## config.mk

```make
export PLATFORM = sky130hd
export DESIGN_NAME = motor_mixer
export DESIGN_NICKNAME = d
export VERILOG_FILES = /design/src/rtl/motor_mixer.sv
export SDC_FILE = /design/constraint.sdc
export NUM_CORES = 1
export LEC_CHECK = 0
export CORE_ASPECT_RATIO = 1.2
export CORE_UTILIZATION = 40
export CTS_CLUSTER_SIZE = 24
export DETAILED_ROUTE_END_ITERATION = 16
export SLEW_MARGIN = 20
export SYNTH_ARGS = -nofsm -noshare
export SYNTH_HDL_FRONTEND = slang
export SYNTH_SLANG_ARGS = --single-unit
```

## constraint.sdc

```tcl
create_clock -name clk -period 2.15 [get_ports clk]
set_input_delay 0.215 -clock clk [delete_from_list [all_inputs] [get_ports clk]]
set_output_delay 0.215 -clock clk [all_outputs]
set_load 0.01 [all_outputs]
```

## src/rtl/motor_mixer.sv

```systemverilog
// motor_mixer: mixes throttle/pitch/roll/yaw into NUM_MOTORS duty values with arming,
// spin-up ramp and command watchdog. Define MOTOR_MIXER_SLEW_EN for per-sample slew limiting.
module motor_mixer #(
  parameter int                      WIDTH          = 8,
  parameter int                      NUM_MOTORS     = 4,
  parameter logic [3*NUM_MOTORS-1:0] MIX_SIGNS      = 12'b011_001_111_101,
  parameter logic [WIDTH-1:0]        IDLE_DUTY      = 8'h32,
  parameter logic [WIDTH-1:0]        MAX_DUTY       = 8'h64,
  parameter int                      SPINUP_STEP    = 1,
  parameter int                      SPINUP_DIV     = 1000,
  parameter int                      TIMEOUT_CYCLES = 50000
`ifdef MOTOR_MIXER_SLEW_EN
  , parameter logic [WIDTH-1:0]      SLEW_MAX       = 8'h04
`endif
) (
  input  logic                        clk,
  input  logic                        rst_n,
  input  logic                        in_valid,
  input  logic [WIDTH-1:0]            throttle,
  input  logic [WIDTH-1:0]            pitch,
  input  logic [WIDTH-1:0]            roll,
  input  logic [WIDTH-1:0]            yaw,
  input  logic                        arm_req,
  output logic [NUM_MOTORS*WIDTH-1:0] duty,
  output logic                        out_valid,
  output logic                        armed,
  output logic                        timeout_flag
);

  localparam int SW    = WIDTH + 3;
  localparam int DIV_W = $clog2(SPINUP_DIV + 1);
  localparam int TO_W  = $clog2(TIMEOUT_CYCLES + 1);
  localparam logic signed [SW-1:0] IDLE_S = $signed({3'b000, IDLE_DUTY});
  localparam logic signed [SW-1:0] MAX_S  = $signed({3'b000, MAX_DUTY});

  typedef enum logic [1:0] {DISARMED = 2'd0, SPINUP = 2'd1, ARMED = 2'd2} state_t;

  state_t                      state_q;
  logic [WIDTH-1:0]            ramp_q;
  logic [DIV_W-1:0]            div_q;
  logic [TO_W-1:0]             wdog_q;
  logic                        timeout_flag_q;
  logic                        out_valid_q;
  logic                        s1_valid_q;
  logic [NUM_MOTORS*WIDTH-1:0] duty_q;
  logic [NUM_MOTORS*WIDTH-1:0] stage2_d;
  logic [WIDTH:0]              ramp_sum;
  logic [WIDTH-1:0]            ramp_d;
  logic                        cap_en;

  assign ramp_sum = {1'b0, ramp_q} + (WIDTH+1)'(SPINUP_STEP);
  assign ramp_d   = (ramp_sum >= {1'b0, IDLE_DUTY}) ? IDLE_DUTY : ramp_sum[WIDTH-1:0];
  // A sample entering stage 1 implies the watchdog cannot fire this cycle.
  assign cap_en   = (state_q == ARMED) && arm_req && in_valid;

  genvar gi;
  generate
    for (gi = 0; gi < NUM_MOTORS; gi++) begin : g_motor
      logic signed [SW-1:0] pitch_s, roll_s, yaw_s, sum_d, s1_sum_q;
      logic [WIDTH-1:0]     clamp_w;

      assign pitch_s = $signed({{3{pitch[WIDTH-1]}}, pitch});
      assign roll_s  = $signed({{3{roll[WIDTH-1]}}, roll});
      assign yaw_s   = $signed({{3{yaw[WIDTH-1]}}, yaw});
      assign sum_d   = $signed({3'b000, throttle}) + IDLE_S
                     + (MIX_SIGNS[3*gi+2] ? pitch_s : -pitch_s)
                     + (MIX_SIGNS[3*gi+1] ? roll_s  : -roll_s)
                     + (MIX_SIGNS[3*gi]   ? yaw_s   : -yaw_s);

      always_ff @(posedge clk or negedge rst_n) begin
        if (!rst_n) begin
          s1_sum_q <= '0;
        end else if (cap_en) begin
          s1_sum_q <= sum_d;
        end
      end

      assign clamp_w = (s1_sum_q < IDLE_S) ? IDLE_DUTY :
                       (s1_sum_q > MAX_S)  ? MAX_DUTY  : s1_sum_q[WIDTH-1:0];

`ifdef MOTOR_MIXER_SLEW_EN
      logic [WIDTH-1:0] prev_w;
      assign prev_w = duty_q[gi*WIDTH +: WIDTH];
      // Previous duty is IDLE_DUTY on ARMED entry because the ramp ends there.
      assign stage2_d[gi*WIDTH +: WIDTH] =
          (clamp_w > prev_w && (clamp_w - prev_w) > SLEW_MAX) ? prev_w + SLEW_MAX :
          (prev_w > clamp_w && (prev_w - clamp_w) > SLEW_MAX) ? prev_w - SLEW_MAX : clamp_w;
`else
      assign stage2_d[gi*WIDTH +: WIDTH] = clamp_w;
`endif
    end
  endgenerate

  always_ff @(posedge clk or negedge rst_n) begin
    if (!rst_n) begin
      state_q        <= DISARMED;
      ramp_q         <= '0;
      div_q          <= '0;
      wdog_q         <= '0;
      timeout_flag_q <= 1'b0;
      out_valid_q    <= 1'b0;
      s1_valid_q     <= 1'b0;
      duty_q         <= '0;
    end else begin
      out_valid_q <= 1'b0;
      s1_valid_q  <= 1'b0;
      if (!arm_req) timeout_flag_q <= 1'b0;
      case (state_q)
        DISARMED: begin
          duty_q <= '0;
          if (arm_req && !timeout_flag_q) begin
            state_q <= SPINUP;
            ramp_q  <= '0;
            div_q   <= '0;
          end
        end
        SPINUP: begin
          if (!arm_req) begin
            state_q <= DISARMED;
            duty_q  <= '0;
          end else if (ramp_q == IDLE_DUTY) begin
            state_q <= ARMED;
            wdog_q  <= '0;
          end else if (div_q == DIV_W'(SPINUP_DIV - 1)) begin
            div_q  <= '0;
            ramp_q <= ramp_d;
            duty_q <= {NUM_MOTORS{ramp_d}};
          end else begin
            div_q <= div_q + DIV_W'(1);
          end
        end
        ARMED: begin
          if (!arm_req) begin
            state_q <= DISARMED;
            duty_q  <= '0;
          end else if (!in_valid && wdog_q == TO_W'(TIMEOUT_CYCLES - 1)) begin
            state_q        <= DISARMED;
            duty_q         <= '0;
            timeout_flag_q <= 1'b1;
          end else begin
            wdog_q     <= in_valid ? '0 : wdog_q + TO_W'(1);
            s1_valid_q <= in_valid;
            if (s1_valid_q) begin
              duty_q      <= stage2_d;
              out_valid_q <= 1'b1;
            end
          end
        end
        default: begin
          state_q <= DISARMED;
          duty_q  <= '0;
        end
      endcase
    end
  end

  assign duty         = duty_q;
  assign out_valid    = out_valid_q;
  assign armed        = (state_q == ARMED);
  assign timeout_flag = timeout_flag_q;

endmodule

```

==> impl_metrics.py, run 1 <==
metrics = {
    "global_route": {
        "grt_start_max_net_pins": 36,
        "grt-ovfl-total": 0,
        "antenna_found_initial": 0,
        "grt_usage": 0.246,
        "grt_pass1_wl_mm": 46.5,
        "first_global_vias": 9562,
    },
    "status": {
        "outcome": "finished with violations",
        "violations": "setup timing",
    },
    "yosys": {
        "async_flop_share": 1.00,
        "yosys_most_used_dff": "dfrtp_1",
        "synthTopCellsByArea": "dfrtp_1 30%, fa_1 9.4%, ha_1 8.9%",
        "syn-cell-area_sq_um": 9380,
        "ys_seq_area_frac": 0.302,
        "syn_nets": 1216,
        "yosys.area.top_type": "dfrtp_1",
        "synth_top_area_share": 0.302,
        "synthCells": 1069,
        "ys_types": 72,
        "synth-edff-count": 0,
        "syn_avg_cell_area_sq_um": 8.77,
        "yosysWarnings": 0,
        "ys_ff_latch": 113,
    },
    "floorplanning": {
        "die_area_sq_um": 24100,
        "fp.coreArea_sq_um": 23100,
        "initial_core_util": 0.405,
        "io_pins": 71,
        "die_h_microns": 170,
        "rows": 61,
        "die_width_microns": 142,
    },
    "cells_and_area": {
        "instances_no_fill": 1752,
        "fin_util": 0.664,
        "layout_common_cells": "237 x buf_4, 111 x dfrtp_1, 99 x nand2_1",
        "drive_gt1_frac": 0.436,
        "nNetsFinal": 1571,
        "n_antenna_cell": 0,
        "area_growth_pct": 63.9,
        "final_common_cell": "buf_4",
    },
    "routing": {
        "via_per_inst": 5.27,
        "vias": 9229,
        "wl_per_cell_microns": 16.7,
        "ant_nets": 0,
        "drt_iter0_drc": 356,
        "wl_met1_mm": 11.4,
        "dr_wl_met2_mm": 16.1,
        "highest_layer": "met4",
        "drc": 0,
        "finalWirelength_mm": 29.3,
        "wl_met3_microns": 767,
        "drt_pass1_iterations": 5,
    },
    "placed_design": {
        "post-dp-hpwl_mm": 21.2,
        "routabilityCongestion": 0.864,
        "place_inst": 1662,
        "portBuffers": 70,
    },
    "pwr": {
        "p_per_area_nw_per_um2": 889,
        "p_leak_nw": 6.81,
        "peakVddDrop_mv": 0.595,
    },
    "worst_setup_path": {
        "ff2ff_setup_slack_ns": -0.16,
        "crit_top_cell": "ha_4",
        "r2r_start": "ramp_q[0]$_DFFE_PN0P_",
        "path_class": "in2reg",
        "arrival_ns": 3.69,
        "timing.rr.end": "duty[16]$_DFFE_PN0P_",
        "required_ns": 2.48,
        "cp.depth": 18,
        "worstRegToRegCells": 10,
        "crit_slowest_cell": "fa_1",
        "endpoint": "g_motor[1].s1_sum_q[10]$_DFFE_PN0P_",
        "cp-start-kind": "primary input",
        "critical_path.max_stage_delay_ns": 0.50,
        "cp_num_buf_inv": 2,
        "startpoint": "throttle[1]",
        "worst-path-max-fanout": 6,
        "path_delay_family": "compound AO/OA/AOI/OAI gates",
        "cp-end-kind": "flop",
        "crit_chain": "buf_8 > ha_4 > a21oi_4 > xor2_2 > ha_4 > nor2_4 > a221oi_4 > nor2b_4 > xnor2_4 > fa_1 > inv_2 > ha_4 > nor4_4 > o21ai_1 > a31o_2 > a21oi_2 > xnor3_1 > o21ai_1",
    },
    "sta": {
        "slew_viol_final": 0,
        "rsz0062_at_grt": "yes",
        "worst_slack_ns": -1.21,
        "fin_skew_ns": 0.0172,
        "setup_violations": 68,
        "max_slew_margin": 0.627,
        "hold_viol": 0,
        "fmax_mhz": 298,
        "hold_ws_ns": 0.264,
        "min_period_ns": 3.36,
        "tightest_slew_ns": 0.559,
        "finalCritPeriodShare": 1.56,
    },
    "cts": {
        "tritoncts": "done",
        "cts_buffers": 17,
        "clock_sinks": 113,
        "insertion_delay_ns": 0.42,
        "root_buffer": "clkbuf_16",
        "h-tree-depth": 4,
        "clockBufferDepth": 2,
        "clkTransAtPathRegs_ns": 0.06,
    },
    "flow_run": {
        "cap_violations": 0,
    },
    "min_path": {
        "hold_path.class": "in2async",
    },
}
-- cell type report --
cell class	count	area, sq um
well taps	315	394
clock buffers	19	453
fillers	1805	7760
repair buffers	372	3260
inverters	134	528
flip-flops and latches	113	2830
clock inverters	13	138
multi-input cells	786	7760
-- report_power, final --
| group | switching [mW] | internal (mW) | leakage, nW |
|---|---|---|---|
| combinational | 4.08 | 4.40 | 4.97 |
| clock | 1.05 | 1.76 | 0.273 |
| sequential | 0.116 | 2.25 | 1.57 |
-- logic make-up after synthesis --
group,count (synthesis),share of synthesized area
buffers and inverters,171,0.0705
multiplexers,4,0.00440
flip-flops,113,0.302
AO/OA/AOI/OAI,287,0.207
XOR/XNOR,51,0.0520
adder cells (fa/ha/maj),111,0.183
AND/OR/NAND/NOR,332,0.181
-- cells in the mapped netlist (7+ instances only) --
| library cell | n |
|---|---|
| inv_1 | 134 |
| dfrtp_1 | 113 |
| nand2_1 | 108 |
| o21ai_0 | 87 |
| ha_1 | 67 |
| nor2_1 | 59 |
| fa_1 | 44 |
| a21oi_1 | 40 |
| o31ai_1 | 28 |
| xnor2_1 | 28 |
| nor2b_1 | 26 |
| o211ai_1 | 26 |
| nor3_1 | 23 |
| nand3_1 | 20 |
| xor2_1 | 20 |
| clkbuf_1 | 19 |
| and3_1 | 14 |
| buf_2 | 13 |
| nand2b_1 | 13 |
| nor4_1 | 12 |
| o21a_1 | 12 |
| a211oi_1 | 11 |
| a21o_1 | 11 |
| a31oi_1 | 9 |
| a211o_1 | 8 |
| a221o_1 | 8 |
| and2_1 | 8 |
| nand4_1 | 8 |
| or3_1 | 8 |
| o21bai_1 | 7 |
-- metal layers --
layer	track usage	up-vias
met5	0	-
met4	0.105	0
met3	0.0296	64
met2	0.472	214
met1	0.268	4505
li1	-	4446
-- repair_timing --
item | 4_1_cts | 5_1_grt
gates resized for setup | 278 | 144
gates cloned | 3 | 1
hold endpoints to repair | 25 | 0
setup endpoints to repair | 96 | 100
buffers inserted | 44 | 24
hold buffers | 1 | 0
pin swaps | 141 | 117
-- registers in the layout (all words and copies together), names as in the netlist --
| signal | cells |
|---|---|
| s1_valid_q | 1 |
| div_q | 10 |
| duty | 32 |
| out_valid | 1 |
| state_q | 2 |
| ramp_q | 8 |
| g_motor.s1_sum_q | 42 |
| timeout_flag | 1 |
| wdog_q | 16 |
-- how the worst min path moves through the flow --
stage,from,to,cells past startpoint
6_report,rst_n,wdog_q[5]$_DFFE_PN0P_,2
5_1_grt,rst_n,wdog_q[7]$_DFFE_PN0P_,2
4_1_cts,rst_n,wdog_q[7]$_DFFE_PN0P_,2
3_5_place_dp,rst_n,wdog_q[9]$_DFFE_PN0P_,1
3_3_place_gp,rst_n,wdog_q[7]$_DFFE_PN0P_,1
2_1_floorplan,rst_n,div_q[0]$_DFFE_PN0P_,0
-- stage by stage --
stage                     power, mW  TNS, ns  cell area, sq um  setup slack, ns
after global routing           14.5   -35.62             15400            -1.34
after detailed placement       8.72   -68.06             12700            -2.22
after global placement         8.63   -65.58             12700            -2.16
after floorplan                6.28   -25.73              9880            -1.41
after CTS                      12.8   -24.02             14600            -1.17
final                          13.7   -27.07             15400            -1.21
(Power assumes the default switching activity.)
==> inputs of run 2 (changes only) <==
--- a/config.mk
+++ b/config.mk
@@ -10,4 +10,5 @@
 export CTS_CLUSTER_SIZE = 24
 export DETAILED_ROUTE_END_ITERATION = 16
+export SETUP_SLACK_MARGIN = 0.3
 export SLEW_MARGIN = 20
 export SYNTH_ARGS = -nofsm -noshare
==> constraint.sdc (replaced) <==
create_clock -name clk -period 2.15 [get_ports clk]
set_input_delay 0.215 -clock clk [delete_from_list [all_inputs] [get_ports clk]]
set_output_delay 0.215 -clock clk [all_outputs]
set_load 0.1 [all_outputs]
==> impl_metrics.py, run 2 (synthesis results as in run 1) <==
metrics = {
    "sta": {
        "rsz0062_at_grt": "yes",
        "fmax_mhz": 295,
        "min_period_ns": 3.38,
        "worst_slack_ns": -1.23,
        "fin_skew_ns": 0.0116,
        "hold_ws_ns": 0.281,
        "setup_violations": 85,
        "finalCritPeriodShare": 1.57,
        "tightest_slew_ns": 0.532,
        "hold_viol": 0,
        "slew_viol_final": 0,
        "max_slew_margin": 0.642,
        "setup_tns_ns": -31.90,
    },
    "floorplanning": {
        "rows": 61,
        "fp.coreArea_sq_um": 23100,
        "die_area_sq_um": 24100,
        "io_pins": 71,
        "initial_core_util": 0.405,
        "die_width_microns": 142,
        "die_h_microns": 170,
    },
    "cells_and_area": {
        "drive_gt1_frac": 0.480,
        "fillCellCount": 1738,
        "instances_no_fill": 1788,
        "nNetsFinal": 1607,
        "area_growth_pct": 67.7,
        "n_antenna_cell": 0,
        "seq_area_sq_um": 2830,
        "fin_util": 0.680,
        "final_cell_area_sq_um": 15700,
        "final_common_cell": "buf_4",
        "largest_register_ffs": 42,
        "layout_common_cells": "288 x buf_4, 109 x dfrtp_1, 97 x inv_1",
        "top_register": "g_motor.s1_sum_q",
        "multiInputGateArea_sq_um": 7670,
    },
    "status": {
        "violations": "setup timing",
        "outcome": "finished with violations",
    },
    "cts": {
        "tritoncts": "done",
        "clkTransAtPathRegs_ns": 0.06,
        "clock_sinks": 113,
        "clockBufferDepth": 2,
        "cts_buffers": 17,
        "insertion_delay_ns": 0.42,
        "root_buffer": "clkbuf_16",
        "h-tree-depth": 4,
    },
    "worst_setup_path": {
        "arrival_ns": 3.73,
        "startpoint": "throttle[1]",
        "cp-end-kind": "flop",
        "required_ns": 2.49,
        "cp-start-kind": "primary input",
        "worst-path-max-fanout": 6,
        "path_class": "in2reg",
        "r2r_start": "ramp_q[0]$_DFFE_PN0P_",
    },
    "global_route": {
        "grt-ovfl-total": 0,
        "grt_usage": 0.257,
        "first_global_vias": 9638,
        "antenna_found_initial": 0,
        "grt_pass1_wl_mm": 48.3,
        "grt_start_max_net_pins": 84,
    },
    "pwr": {
        "p_switching_mw": 5.66,
        "clkPwrFrac": 0.225,
        "p_leak_nw": 7.19,
        "peakVddDrop_mv": 0.575,
        "p_comb_frac": 0.615,
        "p_sw_frac": 0.382,
        "fin_total_pwr_mw": 14.8,
        "p_per_area_nw_per_um2": 942,
        "seqPwrFrac": 0.160,
        "internal-power_mw": 9.15,
    },
    "routing": {
        "finalWirelength_mm": 31.0,
        "ant_nets": 0,
        "via_per_inst": 5.29,
        "vias": 9465,
        "drt_iter0_drc": 431,
        "wl_per_cell_microns": 17.4,
        "drt_pass1_iterations": 5,
        "drc": 0,
    },
    "placed_design": {
        "routabilityCongestion": 0.863,
        "placed_area_sq_um": 12800,
        "post-dp-hpwl_mm": 21.2,
        "dp_slack_ns": -2.22,
        "portBuffers": 70,
        "place_inst": 1672,
    },
    "min_path": {
        "hold_path.class": "in2async",
    },
    "flow_run": {
        "cap_violations": 0,
    },
}
[run 2: timing repair]
action | 4_1_cts | 5_1_grt
pin swaps | 128 | 75
setup endpoints to repair | 105 | 104
cloned | 4 | 0
hold buffers | 1 | 0
hold endpoints to repair | 29 | 0
buffers inserted | 65 | 14
resized for setup | 320 | 93
[run 2: per-layer routing]
layer | global-route usage | vias up | wire length (microns)
li1 | - | 4541 | -
met1 | 0.282 | 4599 | 12300
met2 | 0.492 | 237 | 16600
met3 | 0.0322 | 88 | 862
met4 | 0.107 | 0 | 1260
met5 | 0 | - | 0
[run 2: cell type report]
class | instances | share of cell area
clock buffers | 20 | 0.0297
clock inverters | 12 | 0.0145
inverters | 134 | 0.0340
multi-input cells | 786 | 0.488
flip-flops and latches | 113 | 0.180
well taps | 315 | 0.0251
repair buffers | 408 | 0.229
[run 2: worst paths after layout]
| path | to | slack (ns) | cells past startpoint |
|---|---|---|---|
| worst max-delay path | g_motor[3].s1_sum_q[10]$_DFFE_PN0P_ | -1.23 | 17 |
| worst min-delay path | wdog_q[3]$_DFFE_PN0P_ | 0.28 | 2 |
| worst min register to register | g_motor[3].s1_sum_q[8]$_DFFE_PN0P_ | 0.47 | 2 |
| max in group asynchronous | g_motor[1].s1_sum_q[9]$_DFFE_PN0P_ | 1.21 | 3 |
| min in group clk | g_motor[2].s1_sum_q[0]$_DFFE_PN0P_ | 0.44 | 4 |
| worst max register to register | duty[24]$_DFFE_PN0P_ | -0.27 | 11 |
[run 2: critical path: stages]
cell      delay, ns
buf_8          0.10
ha_4           0.17
a21oi_4        0.17
xor2_2         0.22
ha_4           0.26
buf_6          0.12
o21a_1         0.20
nor2_4         0.17
a21oi_4        0.06
xnor2_2        0.17
fa_1           0.51
inv_1          0.04
ha_2           0.16
or4_4          0.52
a221oi_2       0.27
xnor3_1        0.24
o21ai_1        0.11
[run 2: power by group through the flow]
| stage | combinational (mW) | sequential (mW) | clock, mW |
|---|---|---|---|
| 6_report | 9.11 | 2.37 | 3.33 |
| 5_1_grt | 9.83 | 2.38 | 3.45 |
| 3_5_place_dp | 6.84 | 2.39 | 0 |
| 2_1_floorplan | 4.03 | 2.75 | 0 |
| 3_3_place_gp | 6.77 | 2.39 | 0 |
| 4_1_cts | 8.42 | 2.35 | 3.34 |
==> inputs of run 3 (changes only) <==
- SKIP_LAST_GASP: default -> 1
==> impl_metrics.py, run 3 (synthesis results as in run 1) <==
metrics = {
    "status": {
        "outcome": "finished with violations",
        "violations": "setup timing",
    },
    "worst_setup_path": {
        "path_class": "in2reg",
        "startpoint": "throttle[2]",
        "cp.depth": 18,
        "critical_path.max_stage_delay_ns": 0.50,
        "timing.rr.end": "duty[27]$_DFFE_PN0P_",
        "endpoint": "g_motor[1].s1_sum_q[10]$_DFFE_PN0P_",
        "cp-start-kind": "primary input",
        "crit_top_cell": "ha_4",
        "cp_num_buf_inv": 3,
        "path_delay_family": "adder cells",
        "ff2ff_setup_slack_ns": -0.19,
        "required_ns": 2.48,
        "r2r_start": "ramp_q[0]$_DFFE_PN0P_",
        "crit_chain": "buf_8 > ha_4 > a21oi_4 > xor2_2 > ha_4 > nor2_1 > a221oi_2 > nor2b_4 > buf_6 > o31ai_4 > xnor2_2 > fa_1 > inv_2 > ha_4 > a31o_2 > a21oi_2 > xnor3_1 > o21ai_1",
        "worstRegToRegCells": 10,
        "worst-path-max-fanout": 6,
        "cp-end-kind": "flop",
        "crit_slowest_cell": "fa_1",
        "arrival_ns": 3.72,
    },
    "sta": {
        "finalCritPeriodShare": 1.58,
        "rsz0062_at_grt": "yes",
        "max_slew_margin": 0.682,
        "hold_viol": 0,
        "setup_tns_ns": -31.33,
        "setup_violations": 85,
        "worst_slack_ns": -1.24,
        "tightest_slew_ns": 0.473,
        "fmax_mhz": 295,
        "fin_skew_ns": 0.0134,
        "min_period_ns": 3.39,
        "slew_viol_final": 0,
    },
    "pwr": {
        "p_per_area_nw_per_um2": 949,
        "p_leak_nw": 7.17,
        "peakVddDrop_mv": 0.603,
    },
    "floorplanning": {
        "rows": 61,
        "die_h_microns": 170,
        "initial_core_util": 0.405,
        "die_area_sq_um": 24100,
        "fp.coreArea_sq_um": 23100,
        "die_width_microns": 142,
        "io_pins": 71,
    },
    "placed_design": {
        "routabilityCongestion": 0.863,
        "portBuffers": 70,
        "placed_area_sq_um": 12800,
        "post-dp-hpwl_mm": 21.2,
        "dp_slack_ns": -2.22,
    },
    "routing": {
        "finalWirelength_mm": 30.5,
        "via_per_inst": 5.27,
        "vias": 9445,
        "wl_per_cell_microns": 17.0,
        "drc": 0,
        "drt_pass1_iterations": 5,
        "ant_nets": 0,
        "drt_iter0_drc": 369,
    },
    "cells_and_area": {
        "n_antenna_cell": 0,
        "top_register": "g_motor.s1_sum_q",
        "nNetsFinal": 1611,
        "final_common_cell": "buf_4",
        "layout_common_cells": "297 x buf_4, 109 x dfrtp_1, 98 x inv_1",
        "largest_register_ffs": 42,
        "final_cell_area_sq_um": 15700,
        "area_growth_pct": 67.4,
        "drive_gt1_frac": 0.475,
        "fillCellCount": 1740,
    },
    "cts": {
        "clockBufferDepth": 2,
        "clkTransAtPathRegs_ns": 0.06,
        "cts_buffers": 17,
        "root_buffer": "clkbuf_16",
        "clock_sinks": 113,
        "insertion_delay_ns": 0.42,
        "h-tree-depth": 4,
        "tritoncts": "done",
    },
    "global_route": {
        "grt-ovfl-total": 0,
        "antenna_found_initial": 0,
        "grt_start_max_net_pins": 84,
        "grt_pass1_wl_mm": 47.5,
        "first_global_vias": 9524,
        "grt_usage": 0.252,
    },
    "min_path": {
        "hold_path.class": "in2async",
    },
    "flow_run": {
        "cap_violations": 0,
    },
}
run 3: cell count changes in the layout (fill, tap and decap cells not counted), sizes merged:
cell	delta
buf	+4
run 3: where the power goes:
part           internal [mW]  switching, mW  total [mW]
logic                   4.70           4.51        9.21
clock network           2.27           1.04        3.32
registers               2.25          0.119        2.37
total                   9.22           5.67        14.9
run 3: worst register-to-register path, delay by kind of cell (launching register included):
family	cells	cell delay (ns)
adder cells (fa/ha/maj)	1	0.21
flip-flops	1	0.46
AND/OR/NAND/NOR	2	0.12
AO/OA/AOI/OAI	4	1.02
buffers and inverters	3	0.40
run 3: repair_timing:
item                                    4_1_cts  5_1_grt
hold buffers                                  1        0
setup buffers                                65       18
gates resized for setup                     275      122
pin swaps                                   118      100
hold endpoints to repair                     29        0
gates cloned                                  4        0
endpoints found under the setup margin      105      105
run 3: through the flow:
stage	total power, mW	hold slack [ns]	std cells	utilization
finish	14.9	0.281	1792	0.679
global route	15.7	0.307	1792	0.679
CTS	14.0	0.293	1774	0.650
detailed placement	9.23	0.184	1672	0.554
global placement	9.16	0.186	1672	0.554
floorplan	6.79	-0.0806	1069	-
run 3: metal layers:
layer / vias to the layer above / global-route usage / share of wire
li1: 4546 / - / -
met1: 4590 / 0.281 / 0.39
met2: 227 / 0.483 / 0.54
met3: 82 / 0.0299 / 0.027
met4: 0 / 0.0954 / 0.038
met5: - / 0 / 0
run 3: area by class of cell:
class / count / area, sq um / area share
Multi-Input combinational cell: 786 / 7650 / 0.488
Clock inverter: 12 / 228 / 0.0145
Clock buffer: 20 / 467 / 0.0297
Inverter: 134 / 534 / 0.0340
Sequential cell: 113 / 2830 / 0.180
Timing Repair Buffer: 412 / 3590 / 0.229
Tap cell: 315 / 394 / 0.0251
run 3: worst min path at each step:
stage               slack [ns]  startpoint                    end  cells past startpoint
floorplan                -0.08       rst_n   div_q[0]$_DFFE_PN0P_                      0
global placement          0.19       rst_n  wdog_q[3]$_DFFE_PN0P_                      1
detailed placement        0.18       rst_n  wdog_q[3]$_DFFE_PN0P_                      1
CTS                       0.29       rst_n  wdog_q[3]$_DFFE_PN0P_                      2
global route              0.31       rst_n  wdog_q[2]$_DFFE_PN0P_                      2
finish                    0.28       rst_n  wdog_q[3]$_DFFE_PN0P_                      2
